$ cat src/rtl/seg_scan_scheduler_pkg.sv
// Shared types and constants for the seven-segment scan scheduler.
package seg_pkg;

  typedef logic [4:0] dig_t;

  localparam dig_t DIG_BLANK = 5'b0_1111;
  localparam int   DOT_BIT   = 4;

  typedef enum logic [1:0] {
    S_BLANK = 2'd0,
    S_ON    = 2'd1,
    S_OFF   = 2'd2
  } scan_state_t;

  // A digit is a suppression candidate only if both the value and the dot are clear.
  function automatic logic dig_is_zero(input dig_t d);
    return (d[DOT_BIT] == 1'b0) && (d[3:0] == 4'd0);
  endfunction

endpackage

$ cat src/rtl/seg_scan_scheduler_if.sv
// Digit frame inputs and scan outputs of the scheduler, grouped as one bus.
interface seg_scan_scheduler_if;
  import seg_pkg::*;

  logic [39:0] i_digits;
  logic        i_lzs_en;
  logic [2:0]  i_bright;
  logic [2:0]  o_cs_pointer;
  dig_t        o_dig_ctrl;
  logic        o_blank;
  logic        o_frame_done;

  modport master (
    output i_digits, i_lzs_en, i_bright,
    input  o_cs_pointer, o_dig_ctrl, o_blank, o_frame_done
  );

  modport slave (
    input  i_digits, i_lzs_en, i_bright,
    output o_cs_pointer, o_dig_ctrl, o_blank, o_frame_done
  );

endinterface

$ cat src/rtl/seg_scan_scheduler_lzs.sv
// Leading-zero suppression for one 4-digit group; the group's last digit is
// always shown so an all-zero group still reads as a single 0.
module seg_lzs
  import seg_pkg::*;
(
  input  logic        i_en,
  input  logic [19:0] i_grp,
  output logic [19:0] o_grp
);

  logic w_chain;

  // Suppression stays active only while every earlier digit was suppressed.
  always_comb begin
    w_chain = i_en;
    o_grp   = i_grp;
    for (int k = 0; k < 3; k++) begin
      if (w_chain && dig_is_zero(i_grp[5*k +: 5])) begin
        o_grp[5*k +: 5] = DIG_BLANK;
      end else begin
        w_chain = 1'b0;
      end
    end
  end

endmodule

$ cat src/rtl/seg_scan_scheduler.sv
// Digit slot scheduler for the 8-digit display: pointer, blank/on/off timing,
// brightness window and a per-frame snapshot with leading-zero suppression.
module seg_scan_scheduler
  import seg_pkg::*;
#(
  parameter int F_CLK     = 50000000,
  parameter int F_SCAN    = 1000,
  parameter int BLANK_CYC = 500
) (
  input  logic                  i_clk,
  input  logic                  i_rst,
  seg_scan_scheduler_if.slave   io_seg
);

  localparam int              SLOT_CYC  = F_CLK / F_SCAN;
  localparam int              CW        = $clog2(SLOT_CYC);
  localparam logic [CW-1:0]   SLOT_LAST = CW'(SLOT_CYC - 1);
  localparam logic [CW-1:0]   CNT_ZERO  = {CW{1'b0}};
  localparam logic [CW-1:0]   CNT_ONE   = {{(CW-1){1'b0}}, 1'b1};
  localparam logic [CW:0]     BLANK_W   = (CW+1)'(BLANK_CYC);
  localparam logic [CW+2:0]   ACT_CYC   = (CW+3)'(SLOT_CYC - BLANK_CYC);

  logic            r_run;
  logic [CW-1:0]   r_slot_cnt;
  logic [2:0]      r_ptr;
  scan_state_t     r_state;
  logic [CW-1:0]   r_on_cyc;
  logic [39:0]     r_frame;
  logic            r_lzs_en;
  dig_t            r_dig;
  logic            r_blank;
  logic            r_frame_done;

  logic            w_wrap;
  logic [CW:0]     w_cnt_inc;
  logic [CW-1:0]   w_cnt_next;
  logic [2:0]      w_ptr_next;
  logic [CW+2:0]   w_br_ext;
  logic [CW+2:0]   w_prod;
  logic [CW-1:0]   w_on_raw;
  logic [CW-1:0]   w_on_calc;
  logic [CW-1:0]   w_on_eff;
  logic [CW:0]     w_on_end;
  scan_state_t     w_state_next;
  logic            w_frame_ld;
  logic [39:0]     w_frame_src;
  logic            w_lzs_src;
  logic [39:0]     w_disp;
  dig_t            w_dig_sel;

  // Slot timing: next counter and pointer, and this slot's on-window length.
  always_comb begin
    w_wrap    = (r_slot_cnt == SLOT_LAST);
    w_cnt_inc = {1'b0, r_slot_cnt} + {{CW{1'b0}}, 1'b1};
    w_br_ext  = {{CW{1'b0}}, io_seg.i_bright} + {{(CW+2){1'b0}}, 1'b1};
    w_prod    = ACT_CYC * w_br_ext;
    w_on_raw  = CW'(w_prod >> 3'd3);
    if (w_on_raw == CNT_ZERO) begin
      w_on_calc = CNT_ONE;
    end else begin
      w_on_calc = w_on_raw;
    end
    // Brightness is only live during cycle 0; afterwards the captured value rules.
    if (r_slot_cnt == CNT_ZERO) begin
      w_on_eff = w_on_calc;
    end else begin
      w_on_eff = r_on_cyc;
    end
    w_on_end = BLANK_W + {1'b0, w_on_eff};
    if (!r_run) begin
      w_cnt_next = CNT_ZERO;
      w_ptr_next = 3'd0;
    end else if (w_wrap) begin
      w_cnt_next = CNT_ZERO;
      w_ptr_next = r_ptr + 3'd1;
    end else begin
      w_cnt_next = w_cnt_inc[CW-1:0];
      w_ptr_next = r_ptr;
    end
  end

  // Frame source: the live inputs on the edge that opens slot 0, else the snapshot.
  always_comb begin
    w_frame_ld = i_rst | ~r_run | (w_wrap & (r_ptr == 3'd7));
    if (w_frame_ld) begin
      w_frame_src = io_seg.i_digits;
      w_lzs_src   = io_seg.i_lzs_en;
    end else begin
      w_frame_src = r_frame;
      w_lzs_src   = r_lzs_en;
    end
    w_dig_sel = w_disp[{3'b000, w_ptr_next} * 6'd5 +: 5];
  end

  seg_lzs u_lzs_lo (
    .i_en  (w_lzs_src),
    .i_grp (w_frame_src[19:0]),
    .o_grp (w_disp[19:0])
  );

  seg_lzs u_lzs_hi (
    .i_en  (w_lzs_src),
    .i_grp (w_frame_src[39:20]),
    .o_grp (w_disp[39:20])
  );

  // Next-state logic for the blank / on / off phases of a slot.
  always_comb begin
    w_state_next = r_state;
    if (!r_run) begin
      w_state_next = S_BLANK;
    end else begin
      case (r_state)
        S_BLANK: begin
          if (w_cnt_inc == BLANK_W) begin
            w_state_next = S_ON;
          end else begin
            w_state_next = S_BLANK;
          end
        end
        S_ON: begin
          if (w_wrap) begin
            w_state_next = S_BLANK;
          end else if (w_cnt_inc == w_on_end) begin
            w_state_next = S_OFF;
          end else begin
            w_state_next = S_ON;
          end
        end
        S_OFF: begin
          if (w_wrap) begin
            w_state_next = S_BLANK;
          end else begin
            w_state_next = S_OFF;
          end
        end
        default: w_state_next = S_BLANK;
      endcase
    end
  end

  // FSM state register.
  always_ff @(posedge i_clk) begin
    if (i_rst) begin
      r_state <= S_BLANK;
    end else begin
      r_state <= w_state_next;
    end
  end

  // Counters and registered outputs; r_run marks that slot 0 has been entered.
  always_ff @(posedge i_clk) begin
    if (i_rst) begin
      r_run        <= 1'b0;
      r_slot_cnt   <= CNT_ZERO;
      r_ptr        <= 3'd0;
      r_on_cyc     <= CNT_ONE;
      r_dig        <= DIG_BLANK;
      r_blank      <= 1'b1;
      r_frame_done <= 1'b0;
    end else begin
      r_run      <= 1'b1;
      r_slot_cnt <= w_cnt_next;
      r_ptr      <= w_ptr_next;
      if (r_run && (r_slot_cnt == CNT_ZERO)) begin
        r_on_cyc <= w_on_calc;
      end
      if (w_cnt_next == CNT_ZERO) begin
        r_dig <= w_dig_sel;
      end
      r_blank      <= (w_state_next != S_ON);
      r_frame_done <= (w_cnt_next == SLOT_LAST) && (w_ptr_next == 3'd7);
    end
  end

  // Frame snapshot, deliberately also loaded while reset is held.
  always_ff @(posedge i_clk) begin
    if (w_frame_ld) begin
      r_frame  <= io_seg.i_digits;
      r_lzs_en <= io_seg.i_lzs_en;
    end
  end

  assign io_seg.o_cs_pointer = r_ptr;
  assign io_seg.o_dig_ctrl   = r_dig;
  assign io_seg.o_blank      = r_blank;
  assign io_seg.o_frame_done = r_frame_done;

endmodule

$ cat src/flat_wrapper.sv
// flat-port wrapper written by rule: the top's interface ports become plain ports
module seg_scan_scheduler_flat import seg_pkg::*;
#(
  parameter int F_CLK     = 50000000,
  parameter int F_SCAN    = 1000,
  parameter int BLANK_CYC = 500
)
  (i_clk, i_rst, io_seg_i_digits, io_seg_i_lzs_en, io_seg_i_bright, io_seg_o_cs_pointer, io_seg_o_dig_ctrl, io_seg_o_blank, io_seg_o_frame_done);
  seg_scan_scheduler_if io_seg_i ();
  input  logic i_clk;
  input  logic i_rst;
  input wire logic [$bits(io_seg_i.i_digits)-1:0] io_seg_i_digits;
  input wire logic [$bits(io_seg_i.i_lzs_en)-1:0] io_seg_i_lzs_en;
  input wire logic [$bits(io_seg_i.i_bright)-1:0] io_seg_i_bright;
  output wire logic [$bits(io_seg_i.o_cs_pointer)-1:0] io_seg_o_cs_pointer;
  output wire logic [$bits(io_seg_i.o_dig_ctrl)-1:0] io_seg_o_dig_ctrl;
  output wire logic [$bits(io_seg_i.o_blank)-1:0] io_seg_o_blank;
  output wire logic [$bits(io_seg_i.o_frame_done)-1:0] io_seg_o_frame_done;
  assign io_seg_i.i_digits = io_seg_i_digits;
  assign io_seg_i.i_lzs_en = io_seg_i_lzs_en;
  assign io_seg_i.i_bright = io_seg_i_bright;
  assign io_seg_o_cs_pointer = io_seg_i.o_cs_pointer;
  assign io_seg_o_dig_ctrl = io_seg_i.o_dig_ctrl;
  assign io_seg_o_blank = io_seg_i.o_blank;
  assign io_seg_o_frame_done = io_seg_i.o_frame_done;
  seg_scan_scheduler #(.F_CLK(F_CLK), .F_SCAN(F_SCAN), .BLANK_CYC(BLANK_CYC)) u_core (.i_clk(i_clk), .i_rst(i_rst), .io_seg(io_seg_i));
endmodule
$ cat config.mk
export PLATFORM = sky130hd
export DESIGN_NAME = seg_scan_scheduler_flat
export DESIGN_NICKNAME = d
export VERILOG_FILES = /design/src/rtl/seg_scan_scheduler_pkg.sv /design/src/rtl/seg_scan_scheduler_if.sv /design/src/rtl/seg_scan_scheduler_lzs.sv /design/src/rtl/seg_scan_scheduler.sv /design/src/flat_wrapper.sv
export SDC_FILE = /design/constraint.sdc
export NUM_CORES = 1
export LEC_CHECK = 0
export ABC_CLOCK_PERIOD_IN_PS = 5800
export CAP_MARGIN = 10
export CORE_ASPECT_RATIO = 0.9
export CORE_UTILIZATION = 45
export DETAILED_ROUTE_END_ITERATION = 12
export GPL_ROUTABILITY_DRIVEN = 0
export PLACE_DENSITY = 0.66
export SYNTH_ARGS = -nofsm -noshare
export SYNTH_HDL_FRONTEND = slang
export SYNTH_SLANG_ARGS = --single-unit
$ cat constraint.sdc
create_clock -name i_clk -period 5.8 [get_ports i_clk]
set_input_delay 0.87 -clock i_clk [delete_from_list [all_inputs] [get_ports i_clk]]
set_output_delay 0.87 -clock i_clk [all_outputs]
set_load 0.005 [all_outputs]
Yosys cells after proc, flatten, opt, wreduce, memory -nomap -nowiden. Cells that the tools add are included.

Add/sub/neg operators: 4. $mul: 2. Equality and inequality tests: 9. Shift-type cells: 1. Multiplexer cells: 25. Bitwise logic cells: 10. Reductions and logical operators: 24.

Operators by type and width (number): $mux W16 (4); $logic_not A16 Y1 (3); $mux W40 (1); $shiftx A40 B7 Y5 (1); $eq A16 B16 Y1 const B (2); $mux W5 (6); $logic_not A4 Y1 (6); $mul A14 B19 Y17 const A (1); $add A16 B1 Y17 const B (1); $add A9 B16 Y17 const A (1); $eq A17 B17 Y1 (1); $eq A17 B9 Y1 const B (1); $logic_and A1 B1 Y1 (14); $mux W2 (4); $mux W1 (7); $not A1 Y1 (7); $eq A3 B3 Y1 const B (2); $mul A3 B3 Y6 const B (1); $mux W3 (2); $pmux W2 S3 (1); $add A3 B1 Y4 const B (1); $add A3 B1 Y3 const B (1); $eq A2 B1 Y1 const B (1); $eq A2 B2 Y1 const B (1); other kinds (4) (5).

Register bits: 86. Bits of input ports: 46. Logic and storage cells: 85.

Depth between registers and ports, before layout. Gate-level depths: netlist of run 1.

Word-level depth: 13. Mapped depth: 22. Depth with buffers taken out: 22.

Cells and area by module. A second synthesis of run 1 with hierarchy kept.

Cell total of the unflattened synthesis: 617. Area total of the unflattened synthesis: 5502.8 um^2.

By module, submodules not included: seg_scan_scheduler (times used 1, cells an instance 561, area each 5064.9 um^2); seg_lzs (times used 2, cells an instance 28, area each 219.0 um^2).

Least setup slack after synthesis of run 1. Ideal clock, no wire load.

Path type: input -> register. From: input port io_seg_i_bright[0]. To: register u_core.r_blank, in the netlist u_core.io_seg.o_blank. Arrival time: 5.510 ns. Setup slack: 0.232 ns. Stages: 21. Cell sequence: ha_1 xor2_1 inv_1 fa_1 fa_1 inv_1 ha_1 and3b_1 or3_4 a2111oi_4 and4b_4 a21o_2 o21ai_0 ha_1 xor2_1 xnor2_1 and4_1 o311a_1 o2111ai_1 a2111oi_2 or2_1.

Word-level cells in the longest chain between the ends: 12.

Ends and longest elaborated chain: from (decl) (line flat_wrapper.sv:14) `input wire logic [$bits(io_seg_i.i_bright)-1:0] io_seg_i_bright;`; $add A3 B1 Y4 (*) (line seg_scan_scheduler.sv:55) `w_br_ext = {{CW{1'b0}}, io_seg.i_bright} + {{(CW+2){1'b0}}, 1'b1};`; $mul A14 B19 Y17 (*) (line seg_scan_scheduler.sv:56) `w_prod = ACT_CYC * w_br_ext;`; $logic_not A16 Y1 (line seg_scan_scheduler.sv:58) `if (w_on_raw == CNT_ZERO) begin`; $mux W16 (*) (line seg_scan_scheduler.sv:58); $mux W16 (*) (line seg_scan_scheduler.sv:64) `if (r_slot_cnt == CNT_ZERO) begin`; $add A9 B16 Y17 (*) (line seg_scan_scheduler.sv:69) `w_on_end = BLANK_W + {1'b0, w_on_eff};`; $eq A17 B17 Y1 (*) (line seg_scan_scheduler.sv:124) `end else if (w_cnt_inc == w_on_end) begin`; $mux W2 (*) (line seg_scan_scheduler.sv:124); $mux W2 (*) (line seg_scan_scheduler.sv:122) `if (w_wrap) begin`; $pmux W2 S3 (*) (line seg_scan_scheduler.sv:113) `case (r_state)`; $mux W2 (*) (line seg_scan_scheduler.sv:110) `if (!r_run) begin`; $ne A2 B1 Y1 (*) (line seg_scan_scheduler.sv:171) `r_blank <= (w_state_next != S_ON);`; to (signal assigned) (line seg_scan_scheduler.sv:171); to (decl) (line seg_scan_scheduler.sv:31) `logic r_blank;`.

Mark *: on every way between the ends. The rest lies on a longest branch, timed or not. A chain may end at the register's enable or synchronous reset.

Worst setup path after layout of run 1.
From: input port io_seg_i_bright[1]. To: register u_core.r_state[1].

Word-level cells in the longest chain between the ends: 11.

Ends and longest elaborated chain: $add A3 B1 Y4 (*) (line seg_scan_scheduler.sv:55); $mul A14 B19 Y17 (*) (line seg_scan_scheduler.sv:56); $logic_not A16 Y1 (line seg_scan_scheduler.sv:58); $mux W16 (*) (line seg_scan_scheduler.sv:58); $mux W16 (*) (line seg_scan_scheduler.sv:64); $add A9 B16 Y17 (*) (line seg_scan_scheduler.sv:69); $eq A17 B17 Y1 (*) (line seg_scan_scheduler.sv:124); $mux W2 (*) (line seg_scan_scheduler.sv:124); $mux W2 (*) (line seg_scan_scheduler.sv:122); $pmux W2 S3 (*) (line seg_scan_scheduler.sv:113); $mux W2 (*) (line seg_scan_scheduler.sv:110); to (signal assigned) (line seg_scan_scheduler.sv:147) `r_state <= w_state_next;`; to (decl) (line seg_scan_scheduler.sv:26) `scan_state_t r_state;`.

Marked as above.

==> flow_metrics.tcl, run 1 <==
set metrics [dict create \
    status "finished, final reports clean" \
    skew_ns 0.00879 \
    synth_edf_count 0 \
    diodes 0 \
    die_area_sq_um 12400 \
    setup_viol_count_final 0 \
    worst_r2r_endpoint "u_core.r_state[1]$_SDFF_PP0_" \
    hpwl_um 11500 \
    path_depth 23 \
    start_util_pct 46.7 \
    port_buffers 55 \
    firstDrtPassIters 5 \
    p_total_mw 1.86 \
    min_to "u_core.r_on_cyc[13]$_SDFFE_PP0P_" \
    cp-end-kind "flip-flop" \
    vdd.ir_drop.worst_uv 157 \
    area_growth_pct 27.7 \
    path_max_fanout 4 \
    synth_area_sq_um 5380 \
    cp_data_arrival_time_ns 5.82 \
    cts_hold_buf 0 \
    avgRoutedWirePerCell_um 17.1 \
    vias 5042 \
    finalHoldViolCount 0 \
    critPathBufInv 4 \
    core_area_sq_um 11500 \
    dpl_cell_area_sq_um 6420 \
    r2r_start "u_core.r_slot_cnt[0]$_SDFF_PP0_" \
    numCtsBuffers 9 \
    synth_top_area_share_pct 31.6 \
    maxSlewHeadroom_pct 39.8 \
    final_core_util_pct 59.6 \
    r2r_slack_ns 1.94 \
    synth_area_leader_cell "dfxtp_1" \
    ios 56 \
    fin_nets 779 \
    p_leak_nw 2.65 \
    yosys.cell_count.top_type "dfxtp_1" \
    ant_nets 0 \
    clock-sinks 85 \
    ys_seq_elements 85 \
    hold_path.class "flip-flop to flip-flop" \
    drive_above_1_share_pct 21.0 \
    final_cells 862 \
    synth_nets 682 \
    grt_max_degree 23 \
    clockBufferDepth 2 \
    min_path_cells 2 \
    synth_common_cells "dfxtp_1, nor2_1, nand2_1" \
    place_inst 843 \
    ctsHtreeMaxLevel 3 \
    avgSynthCellArea_sq_um 8.90 \
    row_count 37 \
    yosys-top-cells-area "dfxtp_1, mux2_2, ha_1" \
    setup_total_negative_slack_ns 0 \
    critPathKind "primary input to flip-flop" \
    drt-total-wl_um 14800 \
    max_freq_mhz 180 \
    dieWidth_um 117 \
    worst_r2r_path_depth 13 \
    power-per-cell-area_nw_per_um2 271 \
    clk_pin_slew_ns 0.07 \
    max_stage_delay_ns 0.52 \
    grt.overflow.total 0 \
    viasPerCell 5.85 \
    startpoint_type "primary input" \
    clock_tree.root_cell "clkbuf_16" \
    fin_area_sq_um 6870 \
    tritoncts "yes" \
    yosysWarnings 0 \
    min_period_ns 5.55 \
    syn_inst 604 \
    cp_top_family "adder cells" \
    async_reset_ff_share_pct 0 \
    seq_area_frac_synth_pct 31.6 \
    die_height_um 106 \
    path_cells "clkdlybuf4s15_1, ha_2, xor2_2, inv_2, buf_4, fa_1, ha_4, inv_1, fa_1, and3b_2, o21ai_2, a2111oi_4, and4b_4, a21o_2, o21ai_2, ha_4, nor2_1, a22o_1, xnor3_1, nand3_1, a2111oi_4, o2111ai_1, o21ai_1" \
    clk_latency_ns 0.35 \
    grt_pass1_vias 4932 \
    hold_path.startpoint "u_core.r_on_cyc[13]$_SDFFE_PP0P_" \
    gr-usage-all-layers_pct 25.5 \
    tightestPinTransition_ns 0.897 \
    slowest_stage "fa_1" \
    grt_pass1_wl_um 24200 \
    worstPathRequired_ns 6.07 \
    setup_slack_ns 0.252 \
    synth_flop_cell "dfxtp_1" \
    antenna_found_initial 0 \
    cap_violations 0 \
    final_max_slew_viol_count 0 \
    drtIter0Drc 372 \
    ys_types 72 \
    hold_ws_ns 0.459 \
    finalCritPeriodShare_pct 95.7 \
    pre_cts_slack_ns -0.610 \
    remaining_drc_errors 0 \
]
[how the worst max path moves through the flow]
stage / from / end / slack, ns
2_1_floorplan: io_seg_i_bright[0] / u_core.io_seg.o_blank$_SDFF_PP1_ / 0.23
3_3_place_gp: io_seg_i_bright[0] / u_core.r_state[1]$_SDFF_PP0_ / -0.38
3_5_place_dp: io_seg_i_bright[0] / u_core.r_state[1]$_SDFF_PP0_ / -0.61
4_1_cts: io_seg_i_bright[2] / u_core.r_state[1]$_SDFF_PP0_ / 0.12
5_1_grt: io_seg_i_bright[1] / u_core.r_state[1]$_SDFF_PP0_ / -0.02
6_report: io_seg_i_bright[1] / u_core.r_state[1]$_SDFF_PP0_ / 0.25
[kinds of logic (layout without fill, tap and decap cells)]
group                      count (synthesis)  count (layout)  share of synthesized area, %
and+or+nand+nor                          218             218                          21.2
AOI/OAI and AO/OA                        129             129                          17.5
DFF                                       85              85                          31.6
muxes                                     56              56                          11.4
buffers and inverters                     46             148                          3.51
xor gates and xnor gates                  38              38                          6.70
adders and majority gates                 32              32                          8.14
[layer usage]
layer | global-route usage [%] | part of all wire, %
met1 | 34.7 | 46
met2 | 39.6 | 45
met3 | 6.04 | 7.0
met4 | 7.50 | 1.5
met5 | 0 | 0
[cell usage in the layout (no fill, tap or decap), types with 7 or more instances in the layout]
master	Yosys	final
dfxtp_1	85	85
nor2_1	55	55
buf_4	0	54
clkdlybuf4s50_1	0	52
nand2_1	44	44
mux2_2	40	40
a21oi_1	24	24
xnor2_1	24	24
nand3_1	22	22
inv_1	23	22
ha_1	27	21
nor3_1	19	19
o21ai_0	20	17
mux2i_1	16	16
nor4_1	16	16
xor2_1	12	11
clkbuf_16	0	9
nand4_1	8	8
a211oi_1	8	7
o22ai_1	7	7
or3_1	7	7
[repair_timing]
action                     in CTS  in global routing
pin swaps                       4                  8
setup endpoints to repair       3                  3
buffers inserted                2                  1
gates resized for setup         7                 19
[sequential cells by signal, indices dropped and copies added (netlist names)]
signal,count
u_core.r_slot_cnt,16
u_core.r_run,1
u_core.r_frame,40
u_core.io_seg.o_dig_ctrl,5
u_core.io_seg.o_frame_done,1
u_core.r_lzs_en,1
u_core.io_seg.o_blank,1
u_core.r_on_cyc,15
u_core.io_seg.o_cs_pointer,3
u_core.r_state,2
[worst register-to-register path: stages (launching register included)]
cell       delay [ns]
dfxtp_1          0.44
inv_1            0.17
ha_1             0.16
nor4b_1          0.28
nand4_1          0.76
o21ai_2          0.46
ha_4             0.19
nor2_1           0.06
a22o_1           0.30
xnor3_1          0.25
nand3_1          0.11
a2111oi_4        0.35
o2111ai_1        0.16
o21ai_1          0.10
[cell type report]
class                   instances  area [sq um]
inverters                      23          86.3
multi-input cells             473          3610
flip-flops and latches         85          1700
clock inverters                 6          71.3
clock buffers                  10           239
well taps                     156           195
repair buffers                109           958
fillers                      1020          4660
[power breakdown]
group          internal [mW]  total, mW  switching (mW)
Clock                  0.349      0.604           0.254
Sequential             0.625      0.651          0.0259
Combinational          0.306      0.607           0.301
Total                   1.28       1.86           0.582
(Power assumes the default switching activity.)
==> run 2: changes to the inputs <==
--- a/config.mk
+++ b/config.mk
@@ -8,6 +8,7 @@
 export ABC_CLOCK_PERIOD_IN_PS = 5800
 export CAP_MARGIN = 10
 export CORE_ASPECT_RATIO = 0.9
+export CORE_MARGIN = 2
 export CORE_UTILIZATION = 45
 export DETAILED_ROUTE_END_ITERATION = 12
 export GPL_ROUTABILITY_DRIVEN = 0
==> run 2 against run 1 <==
Global-route usage down 1.7 points. Flip-flop and latch count unchanged. Utilization down 0.33 points. Sequential share of layout area up 0.14 points. Highest routed layer unchanged. Largest power group unchanged. Count of clock-buffer cells in the layout unchanged.
==> flow_metrics.tcl, run 2 (synthesized netlist as in run 1, its figures left out) <==
set metrics [dict create \
    status "finished, final reports clean" \
    final_core_util_pct 59.2 \
    grt.overflow.total 0 \
    multi_input_area_sq_um 3610 \
    ctsHtreeMaxLevel 3 \
    clock_tree.root_cell "clkbuf_16" \
    path_cells "dlygate4sd2_1, ha_1, xor2_1, buf_4, ha_4, inv_1, fa_1, inv_1, ha_4, buf_4, a21o_1, or3_4, a2111oi_4, and4b_4, a21o_2, o21ai_0, ha_2, nor2_1, a22o_1, xnor3_1, nand3_1, a2111oi_4, o2111ai_1, o21ai_0" \
    ant_nets 0 \
    ios 56 \
    drtIter0Drc 321 \
    layout_common_cells "dfxtp_1, nor2_1, clkdlybuf4s50_1" \
    grt_max_degree 23 \
    skew_ns 0.00439 \
    start_util_pct 46.7 \
    clk_pin_slew_ns 0.07 \
    min_to "u_core.r_on_cyc[1]$_SDFFE_PP0P_" \
    max_stage_delay_ns 0.49 \
    power-per-cell-area_nw_per_um2 271 \
    finalHoldViolCount 0 \
    maxSlewHeadroom_pct 38.4 \
    clock-sinks 85 \
    final_max_slew_viol_count 0 \
    avgRoutedWirePerCell_um 17.3 \
    gr-usage-all-layers_pct 23.8 \
    core_area_sq_um 11500 \
    path_max_fanout 4 \
    p_clk_share_pct 32.3 \
    seqCellArea_sq_um 1700 \
    p_sw_mw 0.578 \
    tightestPinTransition_ns 0.918 \
    min_period_ns 5.60 \
    r2r_slack_ns 1.86 \
    startpoint_type "primary input" \
    max_freq_mhz 179 \
    worst_r2r_path_depth 13 \
    swShare_pct 31.2 \
    hold_path.startpoint "u_core.r_on_cyc[1]$_SDFFE_PP0P_" \
    drive_above_1_share_pct 20.4 \
    slowest_stage "fa_1" \
    cp_data_arrival_time_ns 5.85 \
    top_register "u_core.r_frame" \
    tritoncts "yes" \
    die_height_um 108 \
    p_int_mw 1.27 \
    p_seq_share_pct 35.2 \
    p_comb_share_pct 32.5 \
    min_path_cells 2 \
    setup_viol_count_final 0 \
    vias 4979 \
    clk_latency_ns 0.34 \
    hpwl_um 11500 \
    drt-total-wl_um 14800 \
    grt_pass1_vias 4902 \
    hold_path.class "flip-flop to flip-flop" \
    cap_violations 0 \
    hold_ws_ns 0.457 \
    worstPathRequired_ns 6.06 \
    worst_r2r_endpoint "u_core.r_state[1]$_SDFF_PP0_" \
    layout_commonest_cell "dfxtp_1" \
    numCtsBuffers 9 \
    p_leak_nw 2.63 \
    row_count 37 \
    firstDrtPassIters 5 \
    area_growth_pct 27.0 \
    p_total_mw 1.85 \
    place_inst 840 \
    top_regs "u_core.r_frame x40, u_core.r_slot_cnt x16, u_core.r_on_cyc x15" \
    antenna_found_initial 0 \
    cp-end-kind "flip-flop" \
    grt_pass1_wl_um 24600 \
    fillCellCount 995 \
    die_area_sq_um 12800 \
    final_cells 858 \
    r2r_start "u_core.r_slot_cnt[0]$_SDFF_PP0_" \
    clockBufferDepth 2 \
    critPathKind "primary input to flip-flop" \
    viasPerCell 5.80 \
    finalCritPeriodShare_pct 96.5 \
    port_buffers 55 \
    vdd.ir_drop.worst_uv 144 \
    fin_nets 775 \
    diodes 0 \
    dieWidth_um 119 \
    largest_reg_flops 40 \
    remaining_drc_errors 0 \
]
## run 2: cell count changes in the layout (fill, tap and decap cells not counted), moves of 2 or more
cell and change:
o21ai_0 +2, clkdlybuf4s15_1 -2, inv_6 +2, buf_4 -4
## run 2: routing by layer
metal  part of all wire, %  vias up  track usage, %
li1                      -     2422               -
met2                    45      151            38.1
met4                   1.6        0            6.21
met5                     0        -               0
met3                   5.3       22            3.39
met1                    48     2384            33.6
## run 2: final cells by class
class                      count  share of cell area, %
clock buffer                  10                   3.50
inverter                      23                   1.26
clock inverter                 6                   1.03
timing repair buffer         105                   13.5
multi-input combinational    473                   52.9
sequential                    85                   24.9
tap                          156                   2.86
## run 2: worst max-delay path by stage
stage / from / end / slack [ns] / depth (start not counted)
finish: io_seg_i_bright[1] / u_core.r_state[1]$_SDFF_PP0_ / 0.20 / 24
global route: io_seg_i_bright[1] / u_core.io_seg.o_blank$_SDFF_PP1_ / -0.009 / 23
CTS: io_seg_i_bright[2] / u_core.io_seg.o_blank$_SDFF_PP1_ / 0.1 / 21
detailed placement: io_seg_i_bright[0] / u_core.r_state[1]$_SDFF_PP0_ / -0.59 / 22
global placement: io_seg_i_bright[0] / u_core.r_state[1]$_SDFF_PP0_ / -0.39 / 22
floorplan: io_seg_i_bright[0] / u_core.io_seg.o_blank$_SDFF_PP1_ / 0.23 / 21
## run 2: stage by stage
stage	TNS, ns	instance area [sq um]	setup slack, ns
after CTS	0	6740	0.0997
final	0	6830	0.204
after floorplan	0	5380	0.232
after detailed placement	-1.55	6400	-0.594
after global routing	-0.00927	6830	-0.00927
after global placement	-0.966	6400	-0.392
## run 2: power groups by stage
stage	Combinational [mW]	Sequential (mW)	Clock, mW
2_1_floorplan	0.358	0.655	0
3_3_place_gp	0.545	0.661	0
3_5_place_dp	0.557	0.663	0
4_1_cts	0.570	0.650	0.607
5_1_grt	0.656	0.657	0.629
6_report	0.602	0.652	0.598
## run 2: critical path: cells and delay by family
family / cells / cell delay [ns]
compound gates: 8 / 1.65
xor+xnor: 2 / 0.35
fa+ha+maj: 5 / 1.38
buf+inv: 5 / 0.70
simple gates: 4 / 0.89
## run 2: repair_timing
item | in CTS | in global routing
buffers inserted | 1 | 1
hold buffers | 0 | 0
hold endpoints to repair | 0 | 0
endpoints found under the setup margin | 3 | 3
gates resized for setup | 10 | 12
pin swaps | 1 | 10
